$ cat src/rtl/serial_digit_adder_pkg.sv
// Shared types and elaboration helpers for the digit-serial adder.
// The state enum and sizing functions are used by the top level.
package serial_digit_adder_pkg;

  typedef enum logic [1:0] {
    ST_IDLE = 2'd0,
    ST_RUN  = 2'd1,
    ST_DONE = 2'd2
  } state_e;

  function automatic int calc_ndig(input int width, input int digit);
    return width / digit;
  endfunction

  // A single-digit configuration still needs a 1-bit counter to keep widths legal.
  function automatic int calc_cnt_w(input int ndig);
    return (ndig > 1) ? $clog2(ndig) : 1;
  endfunction

endpackage

$ cat src/rtl/serial_digit_adder_digit_adder.sv
// Combinational DIGIT-bit ripple slice built from full adders.
// Cmsb exposes the carry into the top bit so the caller can form signed overflow.
module fulladder (
  input  logic a,
  input  logic b,
  input  logic ci,
  output logic s,
  output logic co
);
  assign s  = a ^ b ^ ci;
  assign co = (a & b) | (ci & (a ^ b));
endmodule

module digit_adder #(
  parameter int DIGIT = 4
) (
  input  logic [DIGIT-1:0] A,
  input  logic [DIGIT-1:0] B,
  input  logic             Cin,
  output logic [DIGIT-1:0] S,
  output logic             Co,
  output logic             Cmsb
);
  logic [DIGIT:0] c;

  assign c[0] = Cin;

  for (genvar i = 0; i < DIGIT; i++) begin : g_fa
    fulladder u_fa (
      .a  (A[i]),
      .b  (B[i]),
      .ci (c[i]),
      .s  (S[i]),
      .co (c[i+1])
    );
  end

  assign Co   = c[DIGIT];
  assign Cmsb = c[DIGIT-1];
endmodule

$ cat src/rtl/serial_digit_adder.sv
// Digit-serial WIDTH-bit adder: one DIGIT-wide slice per clock through a registered carry,
// with valid/ready handshakes on both operand and result sides.
module serial_digit_adder
  import serial_digit_adder_pkg::*;
#(
  parameter int WIDTH = 16,
  parameter int DIGIT = 4
) (
  input  logic             clk,
  input  logic             rst_n,
  input  logic             in_valid,
  output logic             in_ready,
  input  logic [WIDTH-1:0] A,
  input  logic [WIDTH-1:0] B,
  input  logic             Cin,
  output logic             out_valid,
  input  logic             out_ready,
  output logic [WIDTH-1:0] S,
  output logic             Co,
  output logic             Ov
);

  localparam int NDIG = calc_ndig(WIDTH, DIGIT);
  localparam int CW   = calc_cnt_w(NDIG);
  localparam logic [CW-1:0] LAST_DIG = CW'(NDIG - 1);

  if ((DIGIT < 1) || (DIGIT > WIDTH) || ((WIDTH % DIGIT) != 0)) begin : g_bad_params
    $error("serial_digit_adder: WIDTH must be a positive multiple of DIGIT");
  end

  state_e           state_q, state_d;
  logic [WIDTH-1:0] a_q, a_d;
  logic [WIDTH-1:0] b_q, b_d;
  logic [WIDTH-1:0] s_q, s_d;
  logic             carry_q, carry_d;
  logic [CW-1:0]    cnt_q, cnt_d;
  logic             co_q, co_d;
  logic             ov_q, ov_d;

  logic [DIGIT-1:0] dig_sum;
  logic             dig_co;
  logic             dig_cmsb;
  logic [WIDTH-1:0] s_shift;

  digit_adder #(.DIGIT(DIGIT)) u_digit (
    .A    (a_q[DIGIT-1:0]),
    .B    (b_q[DIGIT-1:0]),
    .Cin  (carry_q),
    .S    (dig_sum),
    .Co   (dig_co),
    .Cmsb (dig_cmsb)
  );

  // New digits enter at the top so after NDIG steps digit 0 sits at the bottom.
  if (NDIG == 1) begin : g_one_digit
    assign s_shift = dig_sum;
  end else begin : g_multi_digit
    assign s_shift = {dig_sum, s_q[WIDTH-1:DIGIT]};
  end

  always_comb begin
    state_d = state_q;
    a_d     = a_q;
    b_d     = b_q;
    s_d     = s_q;
    carry_d = carry_q;
    cnt_d   = cnt_q;
    co_d    = co_q;
    ov_d    = ov_q;
    case (state_q)
      ST_IDLE: begin
        if (in_valid) begin
          a_d     = A;
          b_d     = B;
          carry_d = Cin;
          cnt_d   = '0;
          state_d = ST_RUN;
        end else begin
          state_d = ST_IDLE;
        end
      end
      ST_RUN: begin
        a_d     = a_q >> DIGIT;
        b_d     = b_q >> DIGIT;
        s_d     = s_shift;
        carry_d = dig_co;
        cnt_d   = cnt_q + CW'(1);
        if (cnt_q == LAST_DIG) begin
          co_d    = dig_co;
          ov_d    = dig_cmsb ^ dig_co;
          state_d = ST_DONE;
        end else begin
          state_d = ST_RUN;
        end
      end
      ST_DONE: begin
        if (out_ready) begin
          state_d = ST_IDLE;
        end else begin
          state_d = ST_DONE;
        end
      end
      default: state_d = ST_IDLE;
    endcase
  end

  always_ff @(posedge clk or negedge rst_n) begin
    if (!rst_n) begin
      state_q <= ST_IDLE;
      a_q     <= '0;
      b_q     <= '0;
      s_q     <= '0;
      carry_q <= 1'b0;
      cnt_q   <= '0;
      co_q    <= 1'b0;
      ov_q    <= 1'b0;
    end else begin
      state_q <= state_d;
      a_q     <= a_d;
      b_q     <= b_d;
      s_q     <= s_d;
      carry_q <= carry_d;
      cnt_q   <= cnt_d;
      co_q    <= co_d;
      ov_q    <= ov_d;
    end
  end

  assign in_ready  = (state_q == ST_IDLE);
  assign out_valid = (state_q == ST_DONE);
  assign S         = s_q;
  assign Co        = co_q;
  assign Ov        = ov_q;

endmodule

$ cat config.mk
export PLATFORM = sky130hd
export DESIGN_NAME = serial_digit_adder
export DESIGN_NICKNAME = d
export VERILOG_FILES = /design/src/rtl/serial_digit_adder_pkg.sv /design/src/rtl/serial_digit_adder_digit_adder.sv /design/src/rtl/serial_digit_adder.sv
export SDC_FILE = /design/constraint.sdc
export NUM_CORES = 1
export LEC_CHECK = 0
export CAP_MARGIN = 30
export CORE_ASPECT_RATIO = 0.7
export CORE_UTILIZATION = 40
export DETAILED_ROUTE_END_ITERATION = 16
export PLACE_DENSITY = 0.65
export SYNTH_ARGS = -nofsm -noshare
export SYNTH_HDL_FRONTEND = slang
export SYNTH_HIERARCHICAL = 1
export SYNTH_SLANG_ARGS = --single-unit
$ cat constraint.sdc
create_clock -name clk -period 7.5 [get_ports clk]
set_input_delay 2.25 -clock clk [delete_from_list [all_inputs] [get_ports clk]]
set_output_delay 2.25 -clock clk [all_outputs]
set_load 0.05 [all_outputs]
==> results.sh, run 1 <==
export IMPL_outcome="finished clean"
export IMPL_cts_tree="done"
export IMPL_cts_hold_buf=0
export IMPL_io_pins=57
export IMPL_synth_seq_area_share_pct=51.67
export IMPL_wl_per_cell_um=15.32
export IMPL_tns_ns=0
export IMPL_tightestPinTransition_ns=0.8827
export IMPL_gr_usage_all_layers_pct=17.24
export IMPL_cp_data_required_time_ns=5.25
export IMPL_syn_to_final_growth_pct=25.55
export IMPL_pwr_density_cell_mw_per_mm2=464.0
export IMPL_power_leakage_nw=1.393
export IMPL_drt_total_wl_um=5516
export IMPL_rsz0062_at_grt="no"
export IMPL_yosys_most_used_dff="dfrtp_1"
export IMPL_hold_slack_ns=0.4887
export IMPL_setup_viol_count_final=0
export IMPL_layout_drive_gt1_share_pct=15.24
export IMPL_post_cts_setup_buffer_count=0
export IMPL_final_cell_mix="dfrtp_1 (55), clkdlybuf4s50_1 (55), inv_1 (29)"
export IMPL_syn_num_nets=261
export IMPL_p_total_mw=1.552
export IMPL_peakVddDrop_mv=0.2751
export IMPL_synth_ff_latch_count=55
export IMPL_place_gp_congestion=0.7441
export IMPL_dr_pass1_iters=7
export IMPL_syn_inst=219
export IMPL_diodes=0
export IMPL_netlist_area_mm2=0.002664
export IMPL_drtAntennaViolNets=0
export IMPL_drt_iter0_markers=203
export IMPL_clock_root_buffer="clkbuf_8"
export IMPL_comb_power_share_pct=54.2
export IMPL_nNetsFinal=310
export IMPL_synthTopCellsByArea="dfrtp_1 (52%), mux2_2 (6.8%), a222oi_1 (6.0%)"
export IMPL_worstPathArrival_ns=2.46
export IMPL_remaining_drc_errors=0
export IMPL_reg2reg_depth=6
export IMPL_start_kind="flop"
export IMPL_fmax_mhz=212.5
export IMPL_synth_edff_count=0
export IMPL_p_sw_uw=659.7
export IMPL_utilization_pct=52.78
export IMPL_avgSynthCellArea_um2=12.16
export IMPL_cts_made_buffers=5
export IMPL_synth_async_reset_ratio_pct=100.0
export IMPL_via_per_inst=5.181
export IMPL_fillers=574
export IMPL_clk_pin_slew_ns=0.09
export IMPL_overflow=0
export IMPL_start_util_pct=42.04
export IMPL_hold_path_depth=1
export IMPL_cts_repair_resized=0
export IMPL_grt_pass1_wl_um=9197
export IMPL_period_share_pct=62.74
export IMPL_ys_warn_count=6
export IMPL_internal_power_uw=892.1
export IMPL_hp_class="flop to flop"
export IMPL_slew_violations=0
export IMPL_worstPathMaxFanout=37
export IMPL_fin_crit_ns=4.705
export IMPL_coreArea_mm2=0.006336
export IMPL_swShare_pct=42.51
export IMPL_rows=24
export IMPL_hold_violations=0
export IMPL_die_y_um=70.28
export IMPL_synth_top_area_share_pct=51.67
export IMPL_clockBufferDepth=2
export IMPL_die_w_um=99.54
export IMPL_synth_top_cell_by_area="dfrtp_1"
export IMPL_synth_distinct_cells=33
export IMPL_p_seq_share_pct=34.2
export IMPL_relSlewSlack_pct=41.11
export IMPL_grt_pass1_vias=1847
export IMPL_skew_ns=0.008840
export IMPL_p_clk_share_pct=11.6
export IMPL_grt_max_degree=56
export IMPL_drv_cap=0
export IMPL_numPortBuffers=56
export IMPL_fp_dieArea_mm2=0.006995
export IMPL_antenna_found_initial=0
export IMPL_cts_sinks=55
export IMPL_path_class="flop to primary output"
export IMPL_hpwl_um=3606
export IMPL_clock_latency_ns=0.31
export IMPL_cp_end_kind="primary output"
export IMPL_num_vias=1865
export IMPL_h_tree_depth=2
## cells in the mapped netlist, types with 5 or more instances
cell type / instances
buf_6: 5
mux2_2: 16
o221ai_1: 8
inv_1: 29
nand3b_1: 8
dfrtp_1: 55
or4b_1: 5
nand2_1: 8
nor2b_1: 17
o221a_2: 5
a222oi_1: 16
buf_2: 8
## flip-flops by register name, indices dropped and copies added (netlist names)
name and count:
a_q 16, state_q 2, carry_q 1, b_q 16, S 16, Ov 1
cnt_q 2, Co 1
## layout make-up
cell class                      count  area [um2]  area share (%)
Multi-Input combinational cell    116        1052           31.46
Sequential cell                    55        1376           41.15
Clock buffer                        8       100.1           2.993
Timing Repair Buffer               61       593.1           17.73
Inverter                           29       108.9           3.255
Tap cell                           91       113.9           3.404
## power groups by stage
| stage | sequential (mW) | clock [mW] | combinational, mW |
|---|---|---|---|
| after CTS | 0.533 | 0.186 | 0.845 |
| after global routing | 0.550 | 0.198 | 0.910 |
| final | 0.531 | 0.180 | 0.841 |
| after global placement | 0.536 | 0 | 0.830 |
| after floorplan | 0.695 | 0 | 0.480 |
| after detailed placement | 0.538 | 0 | 0.842 |
## routing by layer
| layer | wire (um) | track usage [%] |
|---|---|---|
| met1 | 2780 | 26.68 |
| met5 | 0 | 0 |
| met2 | 2262 | 23.61 |
| met4 | 51 | 4.902 |
| met3 | 421 | 4.304 |
## critical path, cell delays in order (launching register included)
cell	delay [ns]
dfrtp_1	0.37
buf_4	0.23
nor2_2	0.60
clkdlybuf4s50_1	0.93
## logic make-up after synthesis
kind of cell,Yosys count,share of synthesized area [%]
buf+inv,48,8.830
simple gates,53,14.14
flops,55,51.67
xor+xnor,1,0.3289
compound gates,38,13.57
fa+ha+maj,5,3.476
mux,19,7.985
## path summary, 6_finish.rpt
| kind | startpoint | to | slack (ns) |
|---|---|---|---|
| worst max-delay path | state_q[1]$_DFF_PN0_ | in_ready | 2.79 |
| worst min-delay path | cnt_q[0]$_DFFE_PN0P_ | cnt_q[0]$_DFFE_PN0P_ | 0.49 |
| worst max register to register | a_q[0]$_DFFE_PN0P_ | Ov$_DFFE_PN0P_ | 4.79 |
| worst min register to register | cnt_q[0]$_DFFE_PN0P_ | cnt_q[0]$_DFFE_PN0P_ | 0.49 |
| max in group asynchronous | rst_n | state_q[1]$_DFF_PN0_ | 4.98 |
| min in group asynchronous | rst_n | a_q[5]$_DFFE_PN0P_ | 2.06 |
## stage by stage
stage / setup WS [ns] / cells / instance area (um2)
finish: 2.795 / 360 / 3344
global route: 2.695 / 360 / 3344
CTS: 2.822 / 360 / 3344
detailed placement: 3.171 / 352 / 3244
global placement: 3.157 / 352 / 3244
floorplan: 4.115 / 219 / 2664
Power figures use the tool's default switching activity.
==> run 2, diff against run 1 <==
Settings changed: PLACE_DENSITY 0.65 to 0.68.
Clock period 7.5 ns to 4 ns, I/O delays scaled along.
==> results.sh, run 2 (synthesized netlist as in run 1, its figures left out) <==
export IMPL_outcome="finished clean"
export IMPL_remaining_drc_errors=0
export IMPL_die_w_um=99.54
export IMPL_skew_ns=0.006455
export IMPL_antenna_found_initial=0
export IMPL_peakVddDrop_mv=0.4484
export IMPL_cp_end_kind="primary output"
export IMPL_grt_pass1_wl_um=9701
export IMPL_worstPathArrival_ns=1.98
export IMPL_worst_r2r_setup_slack_ns=1.28
export IMPL_cts_tree="done"
export IMPL_fp_dieArea_mm2=0.006995
export IMPL_crit_end="out_valid"
export IMPL_place_gp_congestion=0.7532
export IMPL_fmax_mhz=315.0
export IMPL_period_share_pct=79.38
export IMPL_via_per_inst=5.337
export IMPL_hp_class="flop to flop"
export IMPL_tightestPinTransition_ns=0.8232
export IMPL_drt_iter0_markers=157
export IMPL_timing_rr_end="Ov$_DFFE_PN0P_"
export IMPL_path_class="flop to primary output"
export IMPL_cpPeakStageDelay_ns=0.79
export IMPL_hpwl_um=4036
export IMPL_clock_root_buffer="clkbuf_8"
export IMPL_tns_ns=0
export IMPL_coreArea_mm2=0.006336
export IMPL_clock_latency_ns=0.30
export IMPL_drv_cap=0
export IMPL_start_kind="flop"
export IMPL_drt_total_wl_um=5893
export IMPL_utilization_pct=53.30
export IMPL_h_tree_depth=2
export IMPL_setup_viol_count_final=0
export IMPL_cts_repair_resized=0
export IMPL_dr_pass1_iters=5
export IMPL_clk_pin_slew_ns=0.09
export IMPL_gr_usage_all_layers_pct=18.10
export IMPL_cp_data_required_time_ns=2.80
export IMPL_worstPathMaxFanout=15
export IMPL_hold_violations=0
export IMPL_grt_pass1_vias=1889
export IMPL_start_util_pct=42.04
export IMPL_slew_violations=0
export IMPL_cts_sinks=55
export IMPL_numPortBuffers=56
export IMPL_num_vias=1932
export IMPL_fin_crit_ns=3.175
export IMPL_diodes=0
export IMPL_overflow=0
export IMPL_slowest_stage="clkdlybuf4s50_1"
export IMPL_p_total_mw=2.989
export IMPL_cp_cell_sequence="nand2b_1 > inv_1 > clkdlybuf4s50_1"
export IMPL_wl_per_cell_um=16.28
export IMPL_drtAntennaViolNets=0
export IMPL_post_cts_setup_buffer_count=0
export IMPL_final_cell_mix="dfrtp_1 (55), clkdlybuf4s50_1 (55), inv_1 (29)"
export IMPL_critPathBufInv=2
export IMPL_regToRegStartpoint="a_q[0]$_DFFE_PN0P_"
export IMPL_cts_made_buffers=5
export IMPL_die_y_um=70.28
export IMPL_cts_hold_buf=0
export IMPL_nNetsFinal=312
export IMPL_io_pins=57
export IMPL_clockBufferDepth=2
export IMPL_relSlewSlack_pct=45.12
export IMPL_rsz0062_at_grt="no"
export IMPL_layout_drive_gt1_share_pct=16.24
export IMPL_grt_max_degree=37
export IMPL_power_leakage_nw=1.413
export IMPL_syn_to_final_growth_pct=26.77
export IMPL_pwr_density_cell_mw_per_mm2=885.1
export IMPL_startpoint="state_q[1]$_DFF_PN0_"
export IMPL_reg2reg_depth=6
export IMPL_rows=24
export IMPL_crit_family="buffers and inverters"
export IMPL_critical_path_depth=3
-- run 2: worst min-delay path by stage --
stage	startpoint	to	slack, ns	cells past startpoint
after floorplan	cnt_q[0]$_DFFE_PN0P_	cnt_q[0]$_DFFE_PN0P_	0.46	1
after CTS	cnt_q[0]$_DFFE_PN0P_	cnt_q[0]$_DFFE_PN0P_	0.49	1
after detailed placement	a_q[15]$_DFFE_PN0P_	a_q[15]$_DFFE_PN0P_	0.48	2
final	cnt_q[0]$_DFFE_PN0P_	cnt_q[0]$_DFFE_PN0P_	0.49	1
after global placement	a_q[15]$_DFFE_PN0P_	a_q[15]$_DFFE_PN0P_	0.47	2
after global routing	b_q[15]$_DFFE_PN0P_	b_q[15]$_DFFE_PN0P_	0.52	2
-- run 2: area by class of cell --
cell class | count | area [um2]
clock buffer | 6 | 82.58
clock inverter | 2 | 35.03
fill | 560 | 2959
inverter | 29 | 108.9
multi-input combinational | 116 | 1052
sequential | 55 | 1376
tap | 91 | 113.9
timing repair buffer | 63 | 608.1
-- run 2: report_power, final --
| part | switching, mW | internal (mW) |
|---|---|---|
| clock | 0.182 | 0.203 |
| combinational | 0.890 | 0.688 |
| sequential | 0.189 | 0.836 |
-- run 2: layer usage --
metal  up-vias  GRT usage [%]  part of all wire, %
met5         -              0                    0
met4         0          3.431                 0.53
met3         5          5.105                  8.3
met2        72          24.85                   43
met1       967          28.25                   48
li1        888              -                    -
-- run 2: through the flow --
stage               hold slack [ns]  setup WS (ns)  cell area, um2  cells
finish                       0.4870         0.8250            3377    362
detailed placement           0.4761          1.117            3259    354
global placement             0.4725          1.131            3259    354
global route                 0.5202         0.7021            3377    362
CTS                          0.4908         0.8123            3377    362
floorplan                    0.4573          1.428            2664    219
==> run 3, diff against run 2 <==
Settings changed: PLACE_DENSITY 0.68 to 0.65.
Clock period 4 ns to 3.05 ns, I/O delays scaled along.
==> results.sh, run 3 (synthesized netlist as in run 1, its figures left out) <==
export IMPL_outcome="finished clean"
export IMPL_start_kind="flop"
export IMPL_rsz0062_at_grt="no"
export IMPL_final_common_cell="dfrtp_1"
export IMPL_cts_made_buffers=5
export IMPL_place_gp_congestion=0.7448
export IMPL_pwr_density_cell_mw_per_mm2=1142
export IMPL_peakVddDrop_mv=0.6318
export IMPL_p_clk_share_pct=10.6
export IMPL_grt_pass1_wl_um=9963
export IMPL_top_usage_layer="met1"
export IMPL_cpMostUsedCell="fa_1"
export IMPL_comb_power_share_pct=53.9
export IMPL_clock_root_buffer="clkbuf_8"
export IMPL_fp_dieArea_mm2=0.006995
export IMPL_cpPeakStageDelay_ns=0.45
export IMPL_path_class="flop to flop"
export IMPL_p_sw_mw=1.649
export IMPL_antenna_found_initial=0
export IMPL_drtAntennaViolNets=0
export IMPL_grtUsageMet2_pct=26.00
export IMPL_met1_usage_pct=28.87
export IMPL_grt_pass1_vias=1964
export IMPL_tightestPinTransition_ns=0.9112
export IMPL_via_per_inst=5.241
export IMPL_layout_drive_gt1_share_pct=16.67
export IMPL_clockBufferDepth=2
export IMPL_diodes=0
export IMPL_slowest_stage="fa_1"
export IMPL_clk_pin_slew_ns=0.09
export IMPL_place_area_mm2=0.003279
export IMPL_crit_family="adder cells"
export IMPL_syn_to_final_growth_pct=26.40
export IMPL_clock_latency_ns=0.30
export IMPL_setup_viol_count_final=0
export IMPL_die_y_um=70.28
export IMPL_relSlewSlack_pct=39.21
export IMPL_period_share_pct=87.90
export IMPL_grt_max_degree=37
export IMPL_power_leakage_nw=1.410
export IMPL_numPortBuffers=56
export IMPL_h_tree_depth=2
export IMPL_io_pins=57
export IMPL_p_seq_share_pct=35.5
export IMPL_fmax_mhz=373.0
export IMPL_drt_iter0_markers=128
export IMPL_cp_cell_sequence="fa_1 > fa_1 > fa_1 > fa_1 > xor2_1 > mux2_1"
export IMPL_gr_usage_all_layers_pct=18.57
export IMPL_grtUsageMet3_pct=3.804
export IMPL_drt_total_wl_um=5840
export IMPL_swShare_pct=42.87
export IMPL_critPathBufInv=0
export IMPL_hold_violations=0
export IMPL_tns_ns=0
export IMPL_hpwl_um=3986
export IMPL_post_cts_setup_buffer_count=0
export IMPL_design_area_mm2=0.003367
export IMPL_cp_data_required_time_ns=3.24
export IMPL_num_vias=1892
export IMPL_dr_pass1_iters=5
export IMPL_worstPathMaxFanout=3
export IMPL_remaining_drc_errors=0
export IMPL_cts_hold_buf=0
export IMPL_worstPathArrival_ns=2.87
export IMPL_internal_power_mw=2.197
export IMPL_skew_ns=0.005178
export IMPL_fin_crit_ns=2.681
export IMPL_rows=24
export IMPL_cp_end_kind="flop"
export IMPL_cts_sinks=55
export IMPL_wl_per_cell_um=16.18
export IMPL_die_w_um=99.54
export IMPL_coreArea_mm2=0.006336
export IMPL_fillers=573
export IMPL_overflow=0
export IMPL_hp_class="flop to flop"
export IMPL_drv_cap=0
export IMPL_final_cell_mix="dfrtp_1 (55), clkdlybuf4s50_1 (53), inv_1 (29)"
export IMPL_slew_violations=0
export IMPL_cts_tree="done"
export IMPL_start_util_pct=42.04
export IMPL_cts_repair_resized=0
export IMPL_nNetsFinal=312
[run 3: cell count changes in the layout (fill, tap and decap cells not counted)]
cell | previous run | this run
bufinv_16 | 1 | 0
clkdlybuf4s50_1 | 55 | 53
buf_12 | 0 | 2
[run 3: worst paths after layout]
kind,from,to,depth (start not counted),slack [ns]
worst min register to register,cnt_q[0]$_DFFE_PN0P_,cnt_q[0]$_DFFE_PN0P_,1,0.50
worst max register to register,a_q[0]$_DFFE_PN0P_,Ov$_DFFE_PN0P_,6,0.37
min in group asynchronous,rst_n,S[0]$_DFFE_PN0N_,1,0.59
worst max-delay path,a_q[0]$_DFFE_PN0P_,Ov$_DFFE_PN0P_,6,0.37
worst min-delay path,cnt_q[0]$_DFFE_PN0P_,cnt_q[0]$_DFFE_PN0P_,1,0.50
max in group asynchronous,rst_n,b_q[2]$_DFFE_PN0P_,2,1.82
[run 3: area by class of cell]
class                      count  area (um2)  area share [%]
sequential                    55        1376           40.88
clock buffer                   6       82.58           2.453
tap                           91       113.9           3.382
clock inverter                 1       5.005          0.1486
timing repair buffer          63       628.1           18.65
inverter                      29       108.9           3.233
multi-input combinational    116        1052           31.25
[run 3: power groups by stage]
| stage | clock [mW] | combinational, mW | sequential [mW] |
|---|---|---|---|
| floorplan | 0 | 1.18 | 1.71 |
| CTS | 0.420 | 2.09 | 1.37 |
| global route | 0.447 | 2.25 | 1.42 |
| global placement | 0 | 2.05 | 1.38 |
| finish | 0.406 | 2.07 | 1.37 |
| detailed placement | 0 | 2.07 | 1.39 |
[run 3: through the flow]
| step | cells | hold slack, ns | power [mW] | setup slack, ns | utilization [%] |
|---|---|---|---|---|---|
| finish | 361 | 0.4994 | 3.846 | 0.3691 | 53.14 |
| detailed placement | 354 | 0.4761 | 3.461 | 0.3840 | 51.76 |
| global placement | 354 | 0.4719 | 3.422 | 0.4432 | 51.76 |
| global route | 361 | 0.5346 | 4.123 | 0.2672 | 53.14 |
| floorplan | 219 | 0.4573 | 2.890 | 0.4782 | - |
| CTS | 361 | 0.5022 | 3.880 | 0.3662 | 53.14 |
[run 3: metal layers]
layer  part of all wire [%]  vias up
met5                      0        -
met4                   0.68        0
met3                    5.3        5
met2                     43       56
met1                     51      943
li1                       -      888
[run 3: worst register-to-register path: stages (launching register included)]
cell and delay (ns):
dfrtp_1 0.41, fa_1 0.45, fa_1 0.39, fa_1 0.42, fa_1 0.44, xor2_1 0.18, mux2_1 0.28
